<file path="src/rtl/multicycle_ctrl_fsm.sv">
// Multicycle CPU control unit: decodes the IR opcode into datapath controls, with a memory
// handshake, a bounded memory-wait timeout and an illegal-opcode/timeout trap.
module multicycle_ctrl_fsm #(
  parameter int unsigned          OPCODE_W    = 6,
  parameter logic [OPCODE_W-1:0]  OP_RTYPE    = 6'b000000,
  parameter logic [OPCODE_W-1:0]  OP_ADDI     = 6'b001000,
  parameter logic [OPCODE_W-1:0]  OP_LW       = 6'b100011,
  parameter logic [OPCODE_W-1:0]  OP_SW       = 6'b101011,
  parameter logic [OPCODE_W-1:0]  OP_BEQ      = 6'b000100,
  parameter logic [OPCODE_W-1:0]  OP_J        = 6'b000010,
  parameter int unsigned          MEM_TIMEOUT = 15
) (
  input  logic                clk,
  input  logic                reset,
  input  logic [OPCODE_W-1:0] Opcode,
  input  logic                mem_ready,
  output logic [2:0]          ALUOp,
  output logic                ALUSrcA,
  output logic [1:0]          ALUSrcB,
  output logic                PCWrite,
  output logic [1:0]          PCSource,
  output logic                PCWriteCond,
  output logic                MemRead,
  output logic                MemWrite,
  output logic                MemToReg,
  output logic                RegDst,
  output logic                RegWrite,
  output logic                IRWrite,
  output logic                trap,
  output logic [3:0]          state,
  output logic [3:0]          next_state
);

  typedef enum logic [3:0] {
    StFetch   = 4'd0,
    StDecode  = 4'd1,
    StMemAddr = 4'd2,
    StMemRd   = 4'd3,
    StMemWb   = 4'd4,
    StMemWr   = 4'd5,
    StExec    = 4'd6,
    StRWb     = 4'd7,
    StBranch  = 4'd8,
    StJump    = 4'd9,
    StImmExec = 4'd10,
    StImmWb   = 4'd11,
    StTrap    = 4'd12
  } state_e;

  localparam logic [7:0] TimeoutCnt = 8'(MEM_TIMEOUT);

  state_e     state_q, state_d;
  logic [7:0] wait_q, wait_d;
  logic       is_load_q, is_load_d;
  logic       mem_wait;

  always_ff @(posedge clk or negedge reset) begin
    if (!reset) begin
      state_q   <= StFetch;
      wait_q    <= 8'd0;
      is_load_q <= 1'b0;
    end else begin
      state_q   <= state_d;
      wait_q    <= wait_d;
      is_load_q <= is_load_d;
    end
  end

  always_comb begin
    state_d   = state_q;
    is_load_d = is_load_q;
    mem_wait  = 1'b0;
    case (state_q)
      StFetch: begin
        mem_wait = 1'b1;
        if (mem_ready) state_d = StDecode;
      end
      StDecode: begin
        // Opcode is only valid here, so remember load vs store for MEM_ADDR.
        is_load_d = (Opcode == OP_LW);
        if (Opcode == OP_LW || Opcode == OP_SW) state_d = StMemAddr;
        else if (Opcode == OP_RTYPE)            state_d = StExec;
        else if (Opcode == OP_ADDI)             state_d = StImmExec;
        else if (Opcode == OP_BEQ)              state_d = StBranch;
        else if (Opcode == OP_J)                state_d = StJump;
        else                                    state_d = StTrap;
      end
      StMemAddr: state_d = is_load_q ? StMemRd : StMemWr;
      StMemRd: begin
        mem_wait = 1'b1;
        if (mem_ready) state_d = StMemWb;
      end
      StMemWr: begin
        mem_wait = 1'b1;
        if (mem_ready) state_d = StFetch;
      end
      StExec:    state_d = StRWb;
      StImmExec: state_d = StImmWb;
      StMemWb, StRWb, StImmWb, StBranch, StJump, StTrap: state_d = StFetch;
      default:   state_d = StFetch;
    endcase

    // A ready in the timeout cycle still completes the access.
    if (mem_wait && !mem_ready && wait_q >= TimeoutCnt) state_d = StTrap;

    if (!reset) state_d = StFetch;
  end

  always_comb begin
    if (state_d != state_q)        wait_d = 8'd0;
    else if (mem_wait && !mem_ready) wait_d = wait_q + 8'd1;
    else                           wait_d = wait_q;
  end

  always_comb begin
    ALUOp       = 3'b000;
    ALUSrcA     = 1'b0;
    ALUSrcB     = 2'b00;
    PCWrite     = 1'b0;
    PCSource    = 2'b00;
    PCWriteCond = 1'b0;
    MemRead     = 1'b0;
    MemWrite    = 1'b0;
    MemToReg    = 1'b0;
    RegDst      = 1'b0;
    RegWrite    = 1'b0;
    IRWrite     = 1'b0;
    trap        = 1'b0;
    if (reset) begin
      case (state_q)
        StFetch: begin
          MemRead = 1'b1;
          ALUSrcB = 2'b01;
          IRWrite = mem_ready;
          PCWrite = mem_ready;
        end
        StDecode: ALUSrcB = 2'b11;
        StMemAddr: begin
          ALUSrcA = 1'b1;
          ALUSrcB = 2'b10;
        end
        StMemRd: MemRead = 1'b1;
        StMemWb: begin
          RegWrite = 1'b1;
          MemToReg = 1'b1;
        end
        StMemWr: MemWrite = 1'b1;
        StExec: begin
          ALUSrcA = 1'b1;
          ALUOp   = 3'b010;
        end
        StRWb: begin
          RegWrite = 1'b1;
          RegDst   = 1'b1;
        end
        StImmExec: begin
          ALUSrcA = 1'b1;
          ALUSrcB = 2'b10;
          ALUOp   = 3'b011;
        end
        StImmWb: RegWrite = 1'b1;
        StBranch: begin
          ALUSrcA     = 1'b1;
          ALUOp       = 3'b001;
          PCWriteCond = 1'b1;
          PCSource    = 2'b01;
        end
        StJump: begin
          PCWrite  = 1'b1;
          PCSource = 2'b10;
        end
        StTrap: begin
          PCWrite  = 1'b1;
          PCSource = 2'b11;
          trap     = 1'b1;
        end
        default: ;
      endcase
    end
  end

  assign state      = state_q;
  assign next_state = state_d;

endmodule

</file>
<file path="config.mk">
export PLATFORM = sky130hd
export DESIGN_NAME = multicycle_ctrl_fsm
export DESIGN_NICKNAME = d
export VERILOG_FILES = /design/src/rtl/multicycle_ctrl_fsm.sv
export SDC_FILE = /design/constraint.sdc
export NUM_CORES = 1
export LEC_CHECK = 0
export ABC_AREA = 1
export BUFFER_PORTS_ARGS = -buffer_cell sky130_fd_sc_hd__clkbuf_2
export CAP_MARGIN = 10
export CORE_UTILIZATION = 35
export CTS_CLUSTER_SIZE = 40
export DETAILED_ROUTE_END_ITERATION = 6
export HOLD_SLACK_MARGIN = 0.12
export MAX_ROUTING_LAYER = met4
export PLACE_DENSITY = 0.57
export SLEW_MARGIN = 15
export SYNTH_ARGS = -nofsm -noshare
export SYNTH_HDL_FRONTEND = slang
export SYNTH_SLANG_ARGS = --single-unit
</file>
<file path="constraint.sdc">
create_clock -name clk -period 2.2 [get_ports clk]
set_clock_uncertainty 0.05 [all_clocks]
set_input_delay 0.44 -clock clk [delete_from_list [all_inputs] [get_ports clk]]
set_output_delay 0.44 -clock clk [all_outputs]
set_load 0.01 [all_outputs]
</file>
After elaboration in Yosys (flattened, before gate mapping). Index checks and enable logic that the tools add are counted.

Eq/ne operators: 18. $lt $le $gt $ge: 1. Mux-type cells: 41. $add $sub $neg: 1. Reduce and logical (&&, ||, !) cells: 13.

Operators by type and width (number): 4-bit two-way mux (7); 4-bit case mux with 7 select lines (1); 4-bit equality test (second input constant) (5); 1-bit two-way mux (20); 2-bit case mux with 3 select lines (3); 4-bit by 3-bit equality test with 1-bit output (second input constant) (4); 8-bit two-way mux (2); 3-bit two-way mux (5); 6-bit equality test (second input constant) (2); 8-bit by 1-bit adder with 8-bit output (second input constant) (1); 4-bit by 2-bit equality test with 1-bit output (second input constant) (2); 8-bit by 4-bit greater-or-equal comparator with 1-bit output (second input constant) (1); 6-bit by 2-bit equality test with 1-bit output (second input constant) (1); 6-bit by 3-bit equality test with 1-bit output (second input constant) (1); 6-bit by 4-bit equality test with 1-bit output (second input constant) (1); 6-bit zero test (1); 2-bit OR reduction (3); 3-bit OR reduction (2); 4-bit by 1-bit equality test with 1-bit output (second input constant) (1); 4-bit zero test (1); 2-bit two-way mux (2); 4-bit != test (1); 4-bit OR reduction (1); 1-bit logical AND (2); other kinds (4) (4).

Register bits: 13. Output and inout port bits: 25. Bits of input ports: 9. Word-level logic and storage cells: 77.

Logic depth before layout (Yosys ltp).
Word-level depth: 11. Depth in mapped cells: 13. Mapped depth without buffers: 13.

Worst setup path after synthesis. Ideal clock, no wire load.

Kind: register to output. From: reg state_q[2], in the netlist state[2]. To: out next_state[0]. Path buffers: 0. Data required time: 1710 ps. Stages on the path, launching flop included: 7. Arrival: 1334 ps. Slack: 376 ps. Cells stage by stage: dfrtp_1 -> nor2_2 -> nand2_1 -> or2_1 -> nand3b_1 -> nand2_1 -> inv_1.

Word-level cells in the longest chain between the ends: 7. Elaborated cells between the ends (all ways): 14. Classes of those cells: 6 x eq/ne; 4 x mux; 4 x reduce/logical.

RTL lines: from (decl) (line 52) `state_e state_q, state_d;`; from (signal assigned) (line 59) `state_q <= StFetch;`; from (signal assigned) (line 63) `state_q <= state_d;`; 4-bit by 3-bit equality test with 1-bit output (tied with other cells) (line 73) `case (state_q)`; 3-bit OR reduction (no line); 1-bit two-way mux (line 73); 1-bit logical AND (2 in series) (line 104) `if (mem_wait && !mem_ready && wait_q >= TimeoutCnt) state_d = StTrap;`; 4-bit two-way mux * (line 104); 4-bit two-way mux * (line 106) `if (!reset) state_d = StFetch;`; to (decl) (line 31) `output logic [3:0] next_state`.

Every way passes the cells marked *; elsewhere a longest branch is shown, timed or not.

Final worst setup path.
From: reg state_q[3], in the netlist state[3]. To: out next_state[0].

The elaborated chain is that of the path after synthesis.

==> summary.txt <==
Yosys
  • Post-Syn Area per Cell: 6.23 sq um
  • FFs w/ async S/R, synth: 1.00
  • Register area share after synthesis: 0.295
  • Synthesized cell area: 1100 sq um
  • Number of synthesized flops with an enable pin: 0
  • Yosys warning count: 0
  • Yosys cell types: 26
  • Synth Flop Type: dfrtp_1
  • Synth Instances: 177
  • Post-synth net total: 187
  • FF+latch count, synth: 13

Floorplan
  • Die Y: 58.1 um
  • # IOs: 34
  • Total die area: 3380 sq um
  • Core area: 3030 sq um
  • Rows: 20
  • Effective utilization at floorplan: 0.364
  • Die width: 58.1 um

STA
  • Crit path time final: 2.24 ns
  • Setup ws final: -0.0407 ns
  • Fin. max-slew vios: 0
  • Period utilization: 1.02
  • Peak Freq: 446 MHz
  • Hold Fails Final Rpt: 0
  • Final Setup Violations: 3
  • RSZ-0062 raised after global routing: true

GRT
  • Gr usage total: 0.191
  • Vias in the first global route: 1069
  • Overflow after GRT: 0
  • Pin count of the biggest net entering global routing: 16
  • First-pass GRT wire length: 4.84 mm
  • Initial antenna violation count: 0

Final layout
  • Area of the multi-input gates: 777 sq um
  • Area Overhead vs Synth: 47.2%
  • Share of post-route cells with drive strength above 1: 0.399
  • NumNets Final: 244
  • Filler cells: 300
  • Antenna Cells: 0
  • Final std cells w/o fill: 277
  • Area occupied by registers: 330 sq um

Worst hold path
  • Hold Path Class: in -> async

Outcome
  • Status: finished with violations
  • Failing checks: negative setup slack

Routing
  • Total Wirelength: 3.04 mm
  • First-pass DRT Iterations: 4
  • Vias per cell: 4.66
  • WL/cell: 11.0 um
  • # DRC: 0
  • Via Count: 1292
  • ANT nets after route: 0
  • Starting DRC count in detailed routing: 46

Critical path
  • Worst Setup End Kind: primary output
  • Critical Path AT: 1.75 ns
  • Critical Path RT: 1.71 ns
  • Crit path largest cell delay: 0.48 ns
  • Critical R2R Capture: wait_q[2]
  • Crit Path Category: reg -> out
  • Startpoint types: flip-flop
  • Reg-to-reg critical path startpoint: state[3]
  • Slowest cell on crit path: dfrtp_2
  • R2R cell count: 14
  • CP endpoint: next_state[0]
  • Cell Chain, Critical Path: nor2_4 > nand2_2 > or2_1 > nand3b_1 > nand2_4 > inv_4 > buf_6
  • Worst-path maximum fanout: 7
  • R2R Setup Slk: 0.20 ns
  • Critical Path Start: state[3]

Place
  • PortBufs: 32
  • Dpl hpwl: 2.20 mm
  • DP Cell Count: 254
  • RD Place Congestion: 0.845

Run
  • Maxcap violations: 0

Pwr
  • Power per cell area: 469 nW/um^2
  • Power Total: 0.762 mW
  • P_leak: 0.870 nW
  • Max IR drop VDD: 430 uV

Clocking
  • Root buf cell: clkbuf_4
  • Clock tree buffer depth: 2
  • Sink Count: 13
  • CTS tree: built
  • H-tree depth: 1
  • Reg clk slew, reported paths: 0.08 ns
  • Inserted Clock Buffers: 3
  • Worst skew pair latency: 0.27 ns
[sequential cells by signal (all words and copies together), names as in the netlist]
register,flops
wait_q,8
state,4
is_load_q,1
[power breakdown]
| group | leakage (nW) | internal, mW | total (mW) | switching, mW |
|---|---|---|---|---|
| Combinational | 0.680 | 0.142 | 0.335 | 0.193 |
| Sequential | 0.173 | 0.260 | 0.282 | 0.0219 |
| Clock | 0.0177 | 0.0674 | 0.145 | 0.0779 |
[critical path: cells and delay by family, from the launching register on]
kind,cells,cell delay (ns)
simple gates,5,0.84
flops,1,0.48
buf+inv,2,0.15
[Yosys cell counts (all sizes together), types with 2 or more instances]
cell | instances | share of area
a21oi | 6 | 0.027
a31oi | 2 | 0.011
dfrtp | 13 | 0.30
inv | 22 | 0.075
nand2 | 49 | 0.18
nand3 | 20 | 0.10
nand4 | 5 | 0.028
nor2 | 38 | 0.15
nor3 | 2 | 0.0091
o21ai | 4 | 0.018
xor2 | 6 | 0.048
[cells in the final DEF (no fill, tap or decap), drive strengths merged]
master,n
a21oi,6
a31oi,2
and2,1
buf,24
clkbuf,32
clkinv,2
conb,1
dfrtp,13
dlygate4sd3,1
ha,1
inv,22
nand2,49
nand3,20
nand3b,1
nand4,5
nor2,38
nor3,2
nor4,1
o21ai,4
or2,1
xnor2,1
xor2,6
[metal layers]
| metal | GRT usage | part of all wire | routed length (um) | vias to the layer above |
|---|---|---|---|---|
| met3 | 0.0491 | 0.046 | 141 | 2 |
| met4 | 0.0204 | 0.0033 | 10 | 0 |
| li1 | - | - | - | 680 |
| met5 | - | 0 | 0 | - |
| met1 | 0.264 | 0.49 | 1500 | 572 |
| met2 | 0.291 | 0.46 | 1390 | 38 |
[logic make-up (layout without fill, tap and decap cells)]
| family | Yosys count | after routing | synth area share |
|---|---|---|---|
| and+or+nand+nor | 118 | 118 | 0.489 |
| buffers and inverters | 25 | 81 | 0.0885 |
| DFF | 13 | 13 | 0.295 |
| AOI/OAI and AO/OA | 12 | 12 | 0.0567 |
| xor gates and xnor gates | 7 | 7 | 0.0556 |
| adders and majority gates | 1 | 1 | 0.0113 |
| other | 1 | 1 | 0.00340 |
[repair_timing]
action                     4_1_cts  5_1_grt
buffers inserted                 9        9
hold buffers                     1        0
resized for setup               20       18
pin swaps                        8       11
setup endpoints to repair        4        8
hold endpoints to repair         3        0
[how the worst min path moves through the flow]
stage / startpoint / endpoint / slack [ns] / cells after the start
after CTS: reset / wait_q[4] / 0.14 / 2
after floorplan: reset / is_load_q / 0.09 / 0
after global placement: reset / state[0] / 0.24 / 1
final: reset / wait_q[5] / 0.14 / 2
after detailed placement: reset / is_load_q / 0.24 / 1
after global routing: reset / wait_q[4] / 0.15 / 2
[area by class of cell]
cell class | instances | share of cell area
clock buffer | 3 | 0.0139
clock inverter | 1 | 0.00308
inverter | 23 | 0.0547
multi-input combinational | 139 | 0.479
sequential | 13 | 0.204
tap | 44 | 0.0339
timing repair buffer | 54 | 0.212
[stage by stage]
stage | worst slack (ns) | hold slack [ns] | TNS (ns) | util | instance area [sq um]
after floorplan | 0.376 | 0.0944 | 0 | - | 1100
after global placement | 0.104 | 0.238 | 0 | 0.439 | 1330
after detailed placement | 0.137 | 0.239 | 0 | 0.439 | 1330
after CTS | -0.0176 | 0.136 | -0.0508 | 0.494 | 1500
after global routing | -0.162 | 0.146 | -0.852 | 0.536 | 1620
final | -0.0407 | 0.141 | -0.0747 | 0.536 | 1620
No activity file was read; power rests on OpenSTA's default activity.
